**config.mk**
```make
export PLATFORM = sky130hd
export DESIGN_NAME = rr_arb_mux_flat
export DESIGN_NICKNAME = d
export VERILOG_FILES = /design/src/rtl/rr_arb_mux_if.sv /design/src/rtl/rr_arb_mux.sv /design/src/flat_wrapper.sv
export SDC_FILE = /design/constraint.sdc
export NUM_CORES = 1
export LEC_CHECK = 0
export CAP_MARGIN = 20
export CORE_AREA = 2 2 129 131
export DETAILED_ROUTE_END_ITERATION = 16
export DIE_AREA = 0 0 131 133
export PLACE_DENSITY = 0.79
export SYNTH_ARGS = -nofsm -noshare
export SYNTH_HDL_FRONTEND = slang
export SYNTH_SLANG_ARGS = --single-unit
```
**constraint.sdc**
```tcl
create_clock -name clk -period 16.6 [get_ports clk]
set_input_delay 4.98 -clock clk [delete_from_list [all_inputs] [get_ports clk]]
set_output_delay 4.98 -clock clk [all_outputs]
set_load 0.1 [all_outputs]
```
**src/rtl/rr_arb_mux_if.sv**
```systemverilog
// rr_arb_mux_if: producer-side and consumer-side handshakes of rr_arb_mux.
// RR_ARB_MUX_LOCK_EN adds in_last for packet locking.
interface rr_arb_mux_if #(
  parameter int WIDTH = 64,
  parameter int N     = 4
);
  localparam int SELW = $clog2(N);

  logic                      mode;       // 0 fixed priority, 1 round-robin
  logic [N-1:0]              in_valid;
  logic [N-1:0][WIDTH-1:0]   in_data;    // channel i at [i*WIDTH +: WIDTH]
  logic [N-1:0]              in_ready;
`ifdef RR_ARB_MUX_LOCK_EN
  logic [N-1:0]              in_last;
`endif
  logic                      out_valid;
  logic [WIDTH-1:0]          out_data;
  logic [SELW-1:0]           out_sel;
  logic                      out_ready;

  // Producers/consumer (bench side).
  modport master (
    output mode, in_valid, in_data, out_ready,
`ifdef RR_ARB_MUX_LOCK_EN
    output in_last,
`endif
    input  in_ready, out_valid, out_data, out_sel
  );

  // Arbiter side.
  modport slave (
    input  mode, in_valid, in_data, out_ready,
`ifdef RR_ARB_MUX_LOCK_EN
    input  in_last,
`endif
    output in_ready, out_valid, out_data, out_sel
  );
endinterface

```
**src/rtl/rr_arb_mux.sv**
```systemverilog
// rr_arb_mux: registered N-to-1 data mux, fixed-priority or round-robin grant,
// one output register stage (1 beat/cycle, 1 cycle latency).
// Optional macro RR_ARB_MUX_LOCK_EN: a granted channel keeps the port until a
// beat with in_last=1 is loaded.
module rr_arb_mux #(
  parameter  int WIDTH = 64,
  parameter  int N     = 4,
  localparam int SELW  = $clog2(N)
) (
  input logic         clk,
  input logic         reset,
  rr_arb_mux_if.slave bus
);

  logic             gnt_any;
  logic [SELW-1:0]  gnt_idx;
  logic             can_load;
  logic             load;
  int               rr_j;

  logic             out_valid_q, out_valid_d;
  logic [WIDTH-1:0] out_data_q,  out_data_d;
  logic [SELW-1:0]  out_sel_q,   out_sel_d;
  logic [SELW-1:0]  ptr_q,       ptr_d;

`ifdef RR_ARB_MUX_LOCK_EN
  typedef enum logic {IDLE, LOCKED} lk_state_e;
  lk_state_e        state_q, state_d;
  logic [SELW-1:0]  lock_ch_q, lock_ch_d;
`endif

  // Grant select: scan from highest candidate down so the first in search
  // order is the last one written; rr search wraps without a modulo.
  always_comb begin
    gnt_any = 1'b0;
    gnt_idx = '0;
    rr_j    = 0;
    if (!bus.mode) begin
      for (int i = N-1; i >= 0; i--) begin
        if (bus.in_valid[i]) begin
          gnt_any = 1'b1;
          gnt_idx = SELW'(i);
        end
      end
    end else begin
      for (int k = N-1; k >= 0; k--) begin
        rr_j = int'(ptr_q) + k;
        if (rr_j >= N) rr_j = rr_j - N;
        if (bus.in_valid[rr_j]) begin
          gnt_any = 1'b1;
          gnt_idx = SELW'(rr_j);
        end
      end
    end
`ifdef RR_ARB_MUX_LOCK_EN
    // A locked channel owns the port; if it idles, nobody else gets in.
    if (state_q == LOCKED) begin
      gnt_any = bus.in_valid[lock_ch_q];
      gnt_idx = lock_ch_q;
    end
`endif
  end

  assign can_load = !out_valid_q || bus.out_ready;
  assign load     = gnt_any && can_load && !reset;

  // Per-lane accept: only the granted lane, only when the register can take it.
  for (genvar i = 0; i < N; i++) begin : g_rdy
    assign bus.in_ready[i] = load && (gnt_idx == SELW'(i));
  end

  // Output register and rr pointer next state.
  always_comb begin
    out_valid_d = out_valid_q;
    out_data_d  = out_data_q;
    out_sel_d   = out_sel_q;
    ptr_d       = ptr_q;
    if (load) begin
      out_valid_d = 1'b1;
      out_data_d  = bus.in_data[gnt_idx];
      out_sel_d   = gnt_idx;
      if (bus.mode)
        ptr_d = (gnt_idx == SELW'(N-1)) ? '0 : gnt_idx + 1'b1;
    end else if (out_valid_q && bus.out_ready) begin
      out_valid_d = 1'b0;
    end
  end

  // Output register and pointer; reset drops any held beat immediately.
  always_ff @(posedge clk or posedge reset) begin
    if (reset) begin
      out_valid_q <= 1'b0;
      out_data_q  <= '0;
      out_sel_q   <= '0;
      ptr_q       <= '0;
    end else begin
      out_valid_q <= out_valid_d;
      out_data_q  <= out_data_d;
      out_sel_q   <= out_sel_d;
      ptr_q       <= ptr_d;
    end
  end

`ifdef RR_ARB_MUX_LOCK_EN
  // Lock FSM next state: every load either opens or closes a lock.
  always_comb begin
    state_d   = state_q;
    lock_ch_d = lock_ch_q;
    if (load) begin
      if (bus.in_last[gnt_idx]) begin
        state_d = IDLE;
      end else begin
        state_d   = LOCKED;
        lock_ch_d = gnt_idx;
      end
    end
  end

  // Lock FSM state register.
  always_ff @(posedge clk or posedge reset) begin
    if (reset) begin
      state_q   <= IDLE;
      lock_ch_q <= '0;
    end else begin
      state_q   <= state_d;
      lock_ch_q <= lock_ch_d;
    end
  end
`endif

  assign bus.out_valid = out_valid_q;
  assign bus.out_data  = out_data_q;
  assign bus.out_sel   = out_sel_q;

endmodule
```
**src/flat_wrapper.sv**
```systemverilog
// flat-port wrapper written by rule: the top's interface ports become plain ports
module rr_arb_mux_flat 
#(
  parameter  int WIDTH = 64,
  parameter  int N     = 4,
  localparam int SELW  = $clog2(N)
)
  (clk, reset, bus_mode, bus_in_valid, bus_in_data, bus_out_ready, bus_in_ready, bus_out_valid, bus_out_data, bus_out_sel);
  rr_arb_mux_if #(.WIDTH(WIDTH), .N(N)) bus_i ();
  input logic clk;
  input logic reset;
  input wire logic [$bits(bus_i.mode)-1:0] bus_mode;
  input wire logic [$bits(bus_i.in_valid)-1:0] bus_in_valid;
  input wire logic [$bits(bus_i.in_data)-1:0] bus_in_data;
  input wire logic [$bits(bus_i.out_ready)-1:0] bus_out_ready;
  output wire logic [$bits(bus_i.in_ready)-1:0] bus_in_ready;
  output wire logic [$bits(bus_i.out_valid)-1:0] bus_out_valid;
  output wire logic [$bits(bus_i.out_data)-1:0] bus_out_data;
  output wire logic [$bits(bus_i.out_sel)-1:0] bus_out_sel;
  assign bus_i.mode = bus_mode;
  assign bus_i.in_valid = bus_in_valid;
  assign bus_i.in_data = bus_in_data;
  assign bus_i.out_ready = bus_out_ready;
  assign bus_in_ready = bus_i.in_ready;
  assign bus_out_valid = bus_i.out_valid;
  assign bus_out_data = bus_i.out_data;
  assign bus_out_sel = bus_i.out_sel;
  rr_arb_mux #(.WIDTH(WIDTH), .N(N)) u_core (.clk(clk), .reset(reset), .bus(bus_i));
endmodule
```
Yosys cells after proc, flatten, opt, wreduce, memory -nomap -nowiden
Index checks and enable logic that the tools add are counted.
W data, S select, Z words.
- flip-flop bits (word level): 69
- latch bits: 0
- memory bits (writable): 0
- bits in read-only memories: 0
- bits of input ports: 264
- output and inout port bits: 71
- logic and storage cells: 80
- memories kept: 0
- add/subtract/negate cells: 8
- multipliers: 0
- div/mod/pow operators: 0
- magnitude comparators: 9
- eq/ne operators: 3
- shift-type cells: 0
- multiplexer cells: 43
- bitwise gates (word level): 0
- reductions and logical operators: 13
- operators by type and width (kind ; count):
    $mux W32 ; 8
    $bmux W64 S2 ; 1
    $lt A32 B4 Y1 const B ; 4
    $ge A32 B4 Y1 const B ; 3
    $sub A32 B4 Y32 const B ; 3
    $mux W64 ; 1
    $mux W2 ; 10
    $mux W1 ; 19
    $bmux W1 S2 ; 4
    $logic_and A1 B1 Y1 ; 7
    $add A2 B2 Y3 const B ; 2
    $eq A2 B2 Y1 const B ; 2
    $sub A2 B3 Y4 const B ; 1
    $add A2 B1 Y3 const B ; 1
    $ge A2 B3 Y1 const B ; 1
    $lt A2 B3 Y1 const B ; 1
    $add A2 B1 Y2 const B ; 1
    $eq A2 B1 Y1 const B ; 1
    $logic_not A1 Y1 ; 2
    $logic_not A2 Y1 ; 1
    $reduce_and A2 Y1 ; 1
    $reduce_bool A2 Y1 ; 1
    $logic_or A1 B1 Y1 ; 1

Logic depth before layout (Yosys ltp)
- word-level depth: 15
- gate-level depth with buffers: 8
- mapped depth without buffers: 5

Worst setup path before layout
No wires, ideal clock.
- path kind: input-to-output
- start: in reset
- end: out bus_in_ready[0]
- arrival: 8.609 ns
- required time: 11.620 ns
- path slack: 3.011 ns
- stages on the path: 6
- path buffers: 2
- cell sequence: inv_1 > o211ai_2 > buf_2 > buf_2 > or2_1 > nor2_1
- longest elaborated chain between the ends: 3
- ends and longest elaborated chain (element ; RTL line ; source):
    from (decl) ; flat_wrapper.sv:11 ; input logic reset;
    $logic_not A1 Y1 ; rr_arb_mux.sv:65 ; assign load = gnt_any && can_load && !reset;
    $logic_and A1 B1 Y1 ; rr_arb_mux.sv:65 ;
    $logic_and A1 B1 Y1 ; rr_arb_mux.sv:69 ; assign bus.in_ready[i] = load && (gnt_idx == SELW'(i));
    to (decl) ; flat_wrapper.sv:16 ; output wire logic [$bits(bus_i.in_ready)-1:0] bus_in_ready;
Every way passes these cells.

Worst setup path after layout
- start: in bus_in_valid[2]
- end: out bus_in_ready[1]
- longest elaborated chain between the ends: 11
- elaborated cells on any way between the ends: 32
- those cells by class: eq/ne (1); mux (28); reduce/logical (3)
- ends and longest elaborated chain (element ; RTL line ; source):
    from (decl) ; flat_wrapper.sv:13 ; input wire logic [$bits(bus_i.in_valid)-1:0] bus_in_valid;
    $bmux W1 S2 ; rr_arb_mux.sv:49 ; if (bus.in_valid[rr_j]) begin
    $mux W1 (implied by the code) (2 in series) ; rr_arb_mux.sv:49 ;
    $mux W1 (4 in series) ; rr_arb_mux.sv:49 ;
    $mux W1 ; rr_arb_mux.sv:38 ; if (!bus.mode) begin
    $logic_and A1 B1 Y1 (2 in series) ; rr_arb_mux.sv:65 ;
    $logic_and A1 B1 Y1 * ; rr_arb_mux.sv:69 ;
Mark *: on every way between the ends. The rest lies on a longest branch, timed or not. The select of a mux whose other input is x is not followed.

==> metrics.txt <==
worst path arrival time 7740 ps; vias per inst 5.41; Syn Nets 970; Post-synth top flop dfrtp_1; met2 routed WL 11000 um; Sw Share 55.3%; layout cell share with drive strength beyond 1 3.76%; # IOs 335; Worst-path clk slew 60 ps; syn avg cell area 8.55 um^2; Met1 Wirelength 8970 um; Num CTS Buffers 9; # Max-Cap Violations 0; Max VDD drop 0.0628 mV; Post-Place Cells 1186; Post-synth EDFFs 0; antenna cells 0; Layout Cells excl Fill 1203; Startpoint Class input pin; maximum buffer depth of the clock tree 2; clock share of power 14.4%; actual slew at the worst max-slew pin 1050 ps; most frequent cells in the layout 333 x clkdlybuf4s50_1, 130 x inv_1, 129 x mux2i_1, 128 x a311oi_1; # clock sinks 69; Synth Instances 706; Worst-Skew Late Latency 320 ps; Antenna Violating Nets Remaining 0; Detail Placement HPWL 15300 um; switching pwr 0.708 mW; # DRC 0; Distinct cells, synth 32; vias in the first global route 6507; leakage power 4.36 nW; PD cells 132 nW/um^2; WL met3 1510 um; worst-path fanout max 20; initial DRC count 471; Final nets 1243; GRT Overall Usage 24.6%; gr ovfl total 0; TNS Setup 0 ps; final WL 22000 um; IO buf count 334; antenna violations before repair 0; Chip Height 133 um; unrepaired setup endpoints after global routing no; worst min path class register to register; die footprint 17400 um^2; commonest non-fill, non-tap cell in the layout clkdlybuf4s50_1; DR top layer met4; routed vias 6512; die extent in x 131 um; Starting Density 37.3%; Synth-to-Final Area Change 60.3%; post-synthesis instance area 6040 um^2; crit end category output pin; CTS Hold Bufs 0; status finished clean; Seq/Total Area, Yosys 28.6%; First-pass DRT Iterations 6; CP required 11620 ps; critical path class input pin to output pin; Slew headroom 30.1%; CTS Root Buffer Type clkbuf_16; DR WL/cell 18.2 um; largest net degree at the start of global routing 115; register bit total from synthesis 69; # setup viols final 0; CTS tree yes; period utilization 76.6%; Power Internal 0.573 mW; Final Hold Fails 0; synth warn 0; Seq pwr share 19.9%; Post-synth ARST share 100%; CTS H-tree depth 3; Setup Skew 7.38 ps; post-CTS setup buffer count 0; first-pass GRT wire length 34100 um; Comb pwr share 65.7%; Slew Viols, Final 0; min cycle time layout 12720 ps; total core area 16200 um^2; # rows 47; fmax 78.6 MHz; CTS resizes 0; final RePlAce weighted congestion 0.801
## worst max-delay path, cell delays in order
cell and delay [ps]:
clkdlybuf4s50_1 550, inv_1 190, a21oi_1 110, o32a_2 580, nor2_1 170, clkdlybuf4s50_1 1140
## stage by stage
step / power, mW / setup WS (ps) / util (%) / hold WS (ps) / area (um^2)
after floorplan: 0.871 / 3010 / - / 549 / 6040
after global placement: 1.09 / 3560 / 57.8 / 467 / 9350
after detailed placement: 1.10 / 3540 / 57.8 / 475 / 9350
after CTS: 1.29 / 3520 / 59.5 / 487 / 9630
after global routing: 1.34 / 3720 / 59.8 / 516 / 9680
final: 1.28 / 3880 / 59.8 / 482 / 9680
## flip-flops by register name, indices dropped and copies added, names as in the netlist
register and cells:
u_core.bus.out_data 64, u_core.bus.out_sel 2, u_core.ptr_q 2, u_core.bus.out_valid 1
## power groups by stage
stage,Sequential (mW),Clock [mW],Combinational [mW]
2_1_floorplan,0.639,0,0.232
4_1_cts,0.255,0.187,0.844
6_report,0.255,0.184,0.842
3_5_place_dp,0.256,0,0.842
3_3_place_gp,0.255,0,0.835
5_1_grt,0.262,0.196,0.878
## path summary, 6_finish.rpt
check | startpoint | end | slack [ps] | cells after the start
setup / recovery | bus_in_valid[2] | bus_in_ready[1] | 3880 | 6
hold / removal | u_core.bus.out_sel[0]$_DFFE_PP0P_ | u_core.bus.out_sel[0]$_DFFE_PP0P_ | 480 | 2
setup reg to reg | u_core.ptr_q[1]$_DFFE_PP0P_ | u_core.bus.out_data[25]$_DFFE_PP0P_ | 12740 | 7
hold reg to reg | u_core.bus.out_sel[0]$_DFFE_PP0P_ | u_core.bus.out_sel[0]$_DFFE_PP0P_ | 480 | 2
max in group asynchronous | reset | u_core.bus.out_data[57]$_DFFE_PP0P_ | 10630 | 3
min in group asynchronous | reset | u_core.bus.out_data[21]$_DFFE_PP0P_ | 4870 | 2
## routing by layer
metal | GRT usage [%] | vias up
li1 | - | 3142
met4 | 7.74 | 0
met1 | 31.4 | 3090
met2 | 41.3 | 244
met3 | 5.50 | 36
met5 | 0 | -
## synthesized netlist by cell type, types with 3 or more instances
master | count | area [um^2]
a311oi_1 | 128 | 1120
buf_1 | 3 | 11.3
buf_2 | 13 | 65.1
buf_4 | 7 | 52.6
buf_6 | 5 | 56.3
clkbuf_1 | 55 | 206
dfrtp_1 | 69 | 1730
inv_1 | 131 | 492
mux2i_1 | 129 | 1290
nand2_1 | 69 | 259
nor2_1 | 5 | 18.8
o211ai_1 | 64 | 480
## area by class of cell
cell class              count  area [um^2]
flip-flops and latches     69         1730
clock buffers              14          274
multi-input cells         420         3420
well taps                 220          275
repair buffers            348         3480
inverters                 131          493
clock inverters             1         5.00
fillers                  1415         6500
## kinds of logic (layout without fill, tap and decap cells)
group,count (synthesis),after routing,synth area share [%]
compound gates,206,206,28.5
xor+xnor,1,1,0.145
buf+inv,217,494,15.5
flops,69,69,28.6
mux,131,131,21.8
simple gates,82,82,5.43
Power figures use the tool's default switching activity.
